`src/rtl/conv_pkg.sv`:
```
// Shared widths, FSM state type and window geometry for the 3x3 window generator.
package conv_pkg;
    localparam int BIT_W    = 8;
    localparam int PIX_W    = 16;
    localparam int WIN_W    = 144;
    localparam int WIN_ELEM = 18;

    typedef enum logic {S_LOAD, S_RUN} state_t;
endpackage

```
`src/rtl/conv_window_gen_line_buffer.sv`:
```
// One row of pixels indexed by column: combinational read, write on the clock edge (read-before-write).
// Latency: read data is the previous write at that index; no backpressure, the caller gates wr_en.
module line_buffer
    import conv_pkg::*;
#(
    parameter int DEPTH = 16,
    parameter int AW    = $clog2(DEPTH)
) (
    input  logic             clk,
    input  logic             wr_en,
    input  logic [AW-1:0]    idx,
    input  logic [PIX_W-1:0] wr_data,
    output logic [PIX_W-1:0] rd_data
);
    logic [PIX_W-1:0] mem [DEPTH];

    assign rd_data = mem[idx];

    always_ff @(posedge clk) begin
        if (wr_en) mem[idx] <= wr_data;
    end
endmodule

```
`src/rtl/conv_window_gen.sv`:
```
// Raster pixel stream to 2-channel 3x3 windows; window valid 1 cycle after the completing pixel.
// Pixel input stalls while a window is held unconsumed; CONV_WIN_COORD_EN adds window centre outputs.
module conv_window_gen
    import conv_pkg::*;
#(
    parameter int IMG_W = 16,
    parameter int IMG_H = 16
) (
    input  logic             i_clk,
    input  logic             i_rst_n,
    input  logic [PIX_W-1:0] i_pix,
    input  logic             i_pix_valid,
    output logic             o_pix_ready,
    input  logic             i_sof,
    output logic [WIN_W-1:0] o_win,
    output logic             o_win_valid,
    input  logic             i_win_ready,
    output logic             o_win_last
`ifdef CONV_WIN_COORD_EN
    ,
    output logic [$clog2(IMG_W)-1:0] o_win_x,
    output logic [$clog2(IMG_H)-1:0] o_win_y
`endif
);
    localparam int XW = $clog2(IMG_W);
    localparam int YW = $clog2(IMG_H);

    logic [XW-1:0]    x_cnt, xe;
    logic [YW-1:0]    y_cnt, ye;
    state_t           state;
    logic             acc, row_end, frame_end, emit;
    logic [PIX_W-1:0] lb0_rd, lb1_rd;
    // win_q[col][row]; col 2 is the newest column
    logic [2:0][2:0][PIX_W-1:0] win_q;

    assign o_pix_ready = ~o_win_valid | i_win_ready;
    assign acc         = i_pix_valid & o_pix_ready;

    // A start-of-frame pixel overrides the counters and is placed at (0,0)
    assign xe        = i_sof ? '0 : x_cnt;
    assign ye        = i_sof ? '0 : y_cnt;
    assign row_end   = (xe == XW'(IMG_W - 1));
    assign frame_end = row_end && (ye == YW'(IMG_H - 1));
    assign emit      = acc && (state == S_RUN) && (xe >= XW'(2));

    line_buffer #(.DEPTH(IMG_W)) u_lb0 (
        .clk     (i_clk),
        .wr_en   (acc),
        .idx     (xe),
        .wr_data (lb1_rd),
        .rd_data (lb0_rd)
    );

    line_buffer #(.DEPTH(IMG_W)) u_lb1 (
        .clk     (i_clk),
        .wr_en   (acc),
        .idx     (xe),
        .wr_data (i_pix),
        .rd_data (lb1_rd)
    );

    always_comb begin
        o_win = '0;
        for (int k = 0; k < WIN_ELEM / 2; k++) begin
            o_win[WIN_W - 1 - BIT_W * k -: BIT_W]       = win_q[k % 3][k / 3][PIX_W - 1 -: BIT_W];
            o_win[WIN_W - 1 - BIT_W * (k + 9) -: BIT_W] = win_q[k % 3][k / 3][BIT_W - 1:0];
        end
    end

    always_ff @(posedge i_clk or negedge i_rst_n) begin
        if (!i_rst_n) begin
            x_cnt       <= '0;
            y_cnt       <= '0;
            state       <= S_LOAD;
            win_q       <= '0;
            o_win_valid <= 1'b0;
            o_win_last  <= 1'b0;
        end else if (acc) begin
            win_q[0]    <= win_q[1];
            win_q[1]    <= win_q[2];
            win_q[2][0] <= lb0_rd;
            win_q[2][1] <= lb1_rd;
            win_q[2][2] <= i_pix;
            o_win_valid <= emit;
            o_win_last  <= emit && frame_end;
            if (row_end) begin
                x_cnt <= '0;
                y_cnt <= (ye == YW'(IMG_H - 1)) ? '0 : ye + YW'(1);
            end else begin
                x_cnt <= xe + XW'(1);
                y_cnt <= ye;
            end
            case (state)
                S_LOAD: if (row_end && ye == YW'(1)) state <= S_RUN;
                S_RUN:  if (i_sof || frame_end) state <= S_LOAD;
                default: state <= S_LOAD;
            endcase
        end else if (i_win_ready) begin
            o_win_valid <= 1'b0;
            o_win_last  <= 1'b0;
        end
    end

`ifdef CONV_WIN_COORD_EN
    always_ff @(posedge i_clk or negedge i_rst_n) begin
        if (!i_rst_n) begin
            o_win_x <= '0;
            o_win_y <= '0;
        end else if (emit) begin
            o_win_x <= xe - XW'(1);
            o_win_y <= ye - YW'(1);
        end
    end
`endif
endmodule

```
`config.mk`:
```
export PLATFORM = sky130hd
export DESIGN_NAME = conv_window_gen
export DESIGN_NICKNAME = d
export VERILOG_FILES = /design/src/rtl/conv_pkg.sv /design/src/rtl/conv_window_gen_line_buffer.sv /design/src/rtl/conv_window_gen.sv
export SDC_FILE = /design/constraint.sdc
export NUM_CORES = 1
export LEC_CHECK = 0
export CORE_MARGIN = 2
export CORE_UTILIZATION = 50
export DETAILED_ROUTE_END_ITERATION = 16
export DONT_BUFFER_PORTS = 1
export GPL_TIMING_DRIVEN = 0
export SYNTH_ARGS = -nofsm -noshare
export SYNTH_HDL_FRONTEND = slang
export SYNTH_SLANG_ARGS = --single-unit
```
`constraint.sdc`:
```
create_clock -name i_clk -period 10.36 [get_ports i_clk]
set_input_delay 0 -clock i_clk [delete_from_list [all_inputs] [get_ports i_clk]]
set_output_delay 0 -clock i_clk [all_outputs]
set_load 0.02 [all_outputs]
```
==> metrics.csv, run 1 <==
stage,metric,value,unit
run_status,status,"complete, no violations",
grt,grt_pass1_vias,15633,
setup_path,cp_data_arrival_time,4.05,ns
logic_synthesis,avgSynthCellArea,14.8,um2
drt,dr_total_vias,15873,
logic_synthesis,synth_top_area_frac,0.598,
timing,fin_hold_ws,0.0676,ns
logic_synthesis,synth_fp_nets,1765,
die,dieHeight,231,um
setup_path,slowest_delay,0.91,ns
timing,fin_setup_tns,0,ns
die,ios,168,
cells_and_area,instances_no_fill,2621,
cts,cts_made_buffers,69,
grt,grt_pass1_wl,106000,um
setup_path,crit_type,reg -> reg,
setup_path,crit_path_start_kind,flop,
drt,dr.pass1.iters,6,
die,coreArea,0.0511,mm2
logic_synthesis,syn_inst,1741,
setup_path,cp.required,10.84,ns
logic_synthesis,synth.largest_area_cell,edfxtp_1,
cells_and_area,n_fill_cell,4069,
logic_synthesis,yosysWarnings,0,
drt,wl_per_cell,27.8,um
placement,dpl.hpwl,49100,um
timing,slew_violations,0,
grt,antenna_found_initial,2,
setup_path,cp-end-kind,flop,
setup_path,r2r_slack,6.79,ns
power_and_ir_drop,p_leak,0.0111,uW
grt,grt_max_degree,156,
power_and_ir_drop,ir_drop,0.141,mV
cells_and_area,area_growth,15.3,%
logic_synthesis,syn_area,0.0257,mm2
setup_path,timing.rr.start,x_cnt[3],
cells_and_area,nets,1911,
logic_synthesis,synth_common_cells,"512 x edfxtp_1, 374 x nand2_1, 155 x dfrtp_1, 145 x mux2i_1, 99 x a21oi_1",
cts,cts_setup_buffers,0,
logic_synthesis,yosysMostFrequentCell,edfxtp_1,
timing,skew,0.0309,ns
cts,h-tree-depth,3,
cells_and_area,drive_gt1_frac,0.131,
timing,hold_viol,0,
drt,ant_nets,0,
timing,finalSetupViolations,0,
logic_synthesis,synthArstFlopShare,0.232,
die,die_w,231,um
timing,fin_crit_sh,0.345,
timing,max-slew-margin-rel,0.171,
power_and_ir_drop,powerDensity,219,mW/mm2
setup_path,r2r-end,o_win[100],
timing,clock.fmax,280,MHz
logic_synthesis,synth_ff_type,edfxtp_1,
grt,grt-ovfl-total,0,
drt,viasPerCell,6.06,
hold_path,hold_path_class,in -> async,
cts,cts_tree,done,
setup_path,crit_chain,"buf_4, nand4bb_2, buf_2, o22ai_1, a2111oi_4, nand4_1, mux2_2",
cts,clk_latency,0.60,ns
setup_path,path_buf_inv,2,
logic_synthesis,synthTopCellsByArea,"edfxtp_1 60%, dfrtp_1 15%, mux2i_1 5.6%",
die,rows,83,
setup_path,r2r_cells,7,
die,initial_core_util,0.503,
placement,numPortBuffers,0,
setup_path,path_max_fanout,17,
timing,period_needed,3.57,ns
timing,worst_pin_slew,1.24,ns
logic_synthesis,synth_edf_count,512,
logic_synthesis,synth-seq-area-share,0.749,
cells_and_area,antennaDiodeCount,0,
placement,dp_cells,2475,
drt,first_iter_violations,2006,
cts,path_clk_slew,0.06,ns
setup_path,path_delay_family,simple AND/OR/NAND/NOR gates,
cts,ctsRootBufferMaster,clkbuf_16,
setup_path,cpMaxStageDelayCell,nand4_1,
grt,gr-usage-all-layers,0.276,
drt,drc,0,
job,cap_violations,0,
drt,routed_wl,72900,um
cts,cts_buffer_depth,3,
logic_synthesis,ys_ff_latch,667,
die,die-area,0.0533,mm2
placement,routabilityCongestion,0.839,
timing,rsz0062_at_grt,false,
cts,cts.sinks,667,
logic_synthesis,ys_types,64,
-- sequential cells by signal, indices dropped and copies added, names as in the netlist --
name         cells
x_cnt            4
u_lb1.mem      256
o_win_valid      1
o_win_last       1
y_cnt            4
state            1
o_win          144
u_lb0.mem      256
-- per-stage QoR --
stage,setup WS (ns),total power (uW),utilization,cell area [um2]
6_report,6.79,6480,0.580,29600
3_3_place_gp,0.640,4090,0.520,26600
4_1_cts,6.79,6500,0.580,29600
5_1_grt,6.68,6670,0.580,29600
2_1_floorplan,5.61,3810,-,25700
3_5_place_dp,6.82,4130,0.534,27300
-- logic make-up after synthesis --
kind of cell               after synthesis  synth area share
AOI/OAI and AO/OA                      267            0.0745
muxes                                  165            0.0661
and+or+nand+nor                        525            0.0869
adders and majority gates                3           0.00146
buffers and inverters                  114            0.0222
DFF                                    667             0.749
-- report_power, final --
group / internal (uW) / switching [uW] / total (uW)
clock network: 1350 / 1010 / 2360
logic: 210 / 518 / 728
registers: 3120 / 268 / 3390
-- layer usage --
layer | vias to the layer above | wire [um] | GRT usage
li1 | 6802 | - | -
met1 | 8135 | 30100 | 0.393
met2 | 812 | 34100 | 0.435
met3 | 124 | 6940 | 0.0498
met4 | 0 | 1820 | 0.0871
met5 | - | 0 | 0
-- timing repair --
item / 4_1_cts / 5_1_grt
hold buffers: 21 / 0
endpoints found under the setup margin: 0 / 0
hold endpoints to repair: 433 / 0
resized for setup: 0 / 0
-- placed cells by master, fill, tap and decap left out, types with 8 or more instances in the layout --
master | synthesis | layout
a21oi_1 | 99 | 99
a221oi_1 | 33 | 33
a22oi_1 | 13 | 13
a31oi_1 | 9 | 9
buf_2 | 25 | 25
buf_4 | 18 | 55
buf_6 | 6 | 13
clkbuf_1 | 51 | 72
clkbuf_16 | 0 | 73
clkinv_1 | 0 | 11
clkinv_2 | 0 | 11
dfrtp_1 | 155 | 155
dlygate4sd3_1 | 0 | 20
edfxtp_1 | 512 | 512
mux2_2 | 18 | 18
mux2i_1 | 145 | 145
nand2_1 | 374 | 374
nand3_1 | 27 | 27
nor2_1 | 63 | 55
nor2_4 | 0 | 8
o21ai_0 | 16 | 16
o221ai_1 | 30 | 30
o22ai_1 | 21 | 21
-- worst reg2reg max path: stages (launching register included) --
cell	delay (ns)
dfrtp_1	0.44
buf_4	0.22
nand4bb_2	0.24
buf_2	0.43
o22ai_1	0.21
a2111oi_4	0.33
nand4_1	0.91
mux2_2	0.67
-- cell type report --
type,count,area (um2),area share
sequential,667,19300,0.650
multi-input combinational,960,5990,0.202
clock buffer,98,1960,0.0662
tap,680,851,0.0287
timing repair buffer,75,825,0.0278
buffer,107,546,0.0184
clock inverter,27,176,0.00595
inverter,7,26.3,0.000887
-- worst max-delay path by stage --
stage	cells after the start	start	slack, ns	endpoint
floorplan	4	o_win_valid	5.61	u_lb0.mem[2][0]
global placement	4	o_win_valid	0.64	u_lb1.mem[14][10]
detailed placement	7	x_cnt[3]	6.82	o_win[100]
CTS	7	x_cnt[3]	6.79	o_win[100]
global route	7	x_cnt[3]	6.68	o_win[100]
finish	7	x_cnt[3]	6.79	o_win[100]
Power figures use the tool's default switching activity.
==> run 2: changes to the inputs <==
- clock period: 10.36 -> 3.4 ns (I/O delays scaled with it)
==> run 2 against run 1 <==
The flow now finishes with violations (hold timing). Setup slack got worse by 6.6 ns. Global-route usage decreased by 0.75 points. Sequential cell count unchanged. Sequential power increased to 3.0 times the previous value. Total power increased to 3.1 times the previous value.
==> metrics.csv, run 2 (synthesis gave the netlist of run 1 again) <==
stage,metric,value,unit
timing,period_needed,3.24,ns
cells_and_area,final_area,0.0299,mm2
drt,ant_nets,0,
timing,clock.fmax,309,MHz
timing,fin_hold_ws,-0.919,ns
setup_path,slowest_delay,0.59,ns
cells_and_area,nets,1907,
timing,rsz0062_at_grt,false,
die,initial_core_util,0.503,
timing,skew,0.0204,ns
setup_path,cp_data_arrival_time,3.42,ns
timing,max-slew-margin-rel,0.317,
die,coreArea,0.0511,mm2
die,ios,168,
placement,place_area,0.0272,mm2
cells_and_area,area_growth,16.5,%
grt,grt-ovfl-total,0,
setup_path,path_delay_family,simple AND/OR/NAND/NOR gates,
setup_path,crit_path_start_kind,flop,
timing,fin_setup_tns,0,ns
hold_path,hold_path_class,in -> async,
setup_path,path_max_fanout,16,
grt,grt_pass1_vias,15361,
setup_path,path_buf_inv,2,
timing,hold_viol,155,
cells_and_area,layout_common_cells,"512 x edfxtp_1, 374 x nand2_1, 155 x dfrtp_1, 145 x mux2i_1, 99 x a21oi_1",
placement,dpl.hpwl,47900,um
cts,h-tree-depth,3,
cts,ctsRootBufferMaster,clkbuf_16,
timing,fin_crit_sh,0.952,
cts,cts_made_buffers,70,
setup_path,crit_chain,"buf_4, nand3b_1, nor3_2, buf_2, o2bb2ai_1, nor4_1, nand2_1",
cts,cts_buffer_depth,3,
placement,numPortBuffers,0,
cts,cts_tree,done,
drt,viasPerCell,5.94,
grt,antenna_found_initial,2,
setup_path,cp.required,3.58,ns
placement,dp_cells,2459,
cts,cts_hold_buf,19,
die,rows,83,
die,dieHeight,231,um
setup_path,cp-end-kind,flop,
placement,routabilityCongestion,0.847,
die,die-area,0.0533,mm2
power_and_ir_drop,p_leak,0.0111,uW
run_status,violations,hold timing,
grt,grt_max_degree,156,
power_and_ir_drop,ir_drop,0.334,mV
cells_and_area,instances_no_fill,2622,
power_and_ir_drop,p_total,20300,uW
setup_path,crit_type,reg -> reg,
cells_and_area,drive_gt1_frac,0.132,
setup_path,cpMaxStageDelayCell,nor4_1,
timing,worst_pin_slew,1.02,ns
drt,first_iter_violations,1666,
drt,dr_total_vias,15574,
run_status,status,"finished, violations left",
grt,gr-usage-all-layers,0.269,
job,cap_violations,0,
cts,clk_latency,0.61,ns
drt,wl_per_cell,27.1,um
power_and_ir_drop,powerDensity,677,mW/mm2
cts,path_clk_slew,0.06,ns
drt,drc,0,
cells_and_area,n_fill_cell,3931,
die,die_w,231,um
grt,grt_pass1_wl,104000,um
cts,cts.sinks,667,
timing,slew_violations,0,
cells_and_area,layout_commonest_cell,edfxtp_1,
drt,dr.pass1.iters,5,
drt,routed_wl,71000,um
timing,finalSetupViolations,0,
run 2: final cells by class:
type / count / area (um2) / area share
tap: 680 / 851 / 0.0284
inverter: 7 / 26.3 / 0.000878
antenna: 1 / 2.50 / 0.0000836
multi-input combinational: 960 / 6060 / 0.202
timing repair buffer: 70 / 893 / 0.0298
clock inverter: 37 / 364 / 0.0122
buffer: 107 / 547 / 0.0183
clock buffer: 93 / 1940 / 0.0649
sequential: 667 / 19300 / 0.643
run 2: through the flow:
step                       util  worst slack, ns
after global routing      0.586           0.0214
after detailed placement  0.533           -0.114
after global placement    0.521            -5.56
after floorplan               -            -1.35
final                     0.586            0.162
after CTS                 0.584          0.00978
run 2: final timing paths:
| kind | startpoint | end | slack [ns] | depth (start not counted) |
|---|---|---|---|---|
| worst max register to register | x_cnt[3] | u_lb0.mem[8][2] | 0.16 | 7 |
| worst min-delay path | i_rst_n | o_win[80] | -0.92 | 0 |
| max in group asynchronous | i_rst_n | o_win[140] | 4.14 | 0 |
| worst max-delay path | x_cnt[3] | u_lb0.mem[8][2] | 0.16 | 7 |
| worst min register to register | y_cnt[1] | y_cnt[1] | 0.47 | 2 |
| min in group i_clk | i_win_ready | o_win_last | 0.11 | 2 |
run 2: power breakdown:
part / switching, uW / total, uW / internal [uW] / leakage (uW)
Sequential: 806 / 10300 / 9500 / 0.00653
Clock: 3120 / 7680 / 4560 / 0.00112
Combinational: 1560 / 2270 / 714 / 0.00349
run 2: timing repair:
action,CTS,global route
endpoints found under the hold margin,434,155
pin swaps,5,3
gates resized for setup,1,3
buffers inserted,9,4
setup endpoints to repair,46,75
run 2: per-layer routing:
layer	GRT usage	share of wire
met5	0	0.000099
met4	0.100	0.028
met3	0.0698	0.098
met2	0.415	0.46
met1	0.368	0.41
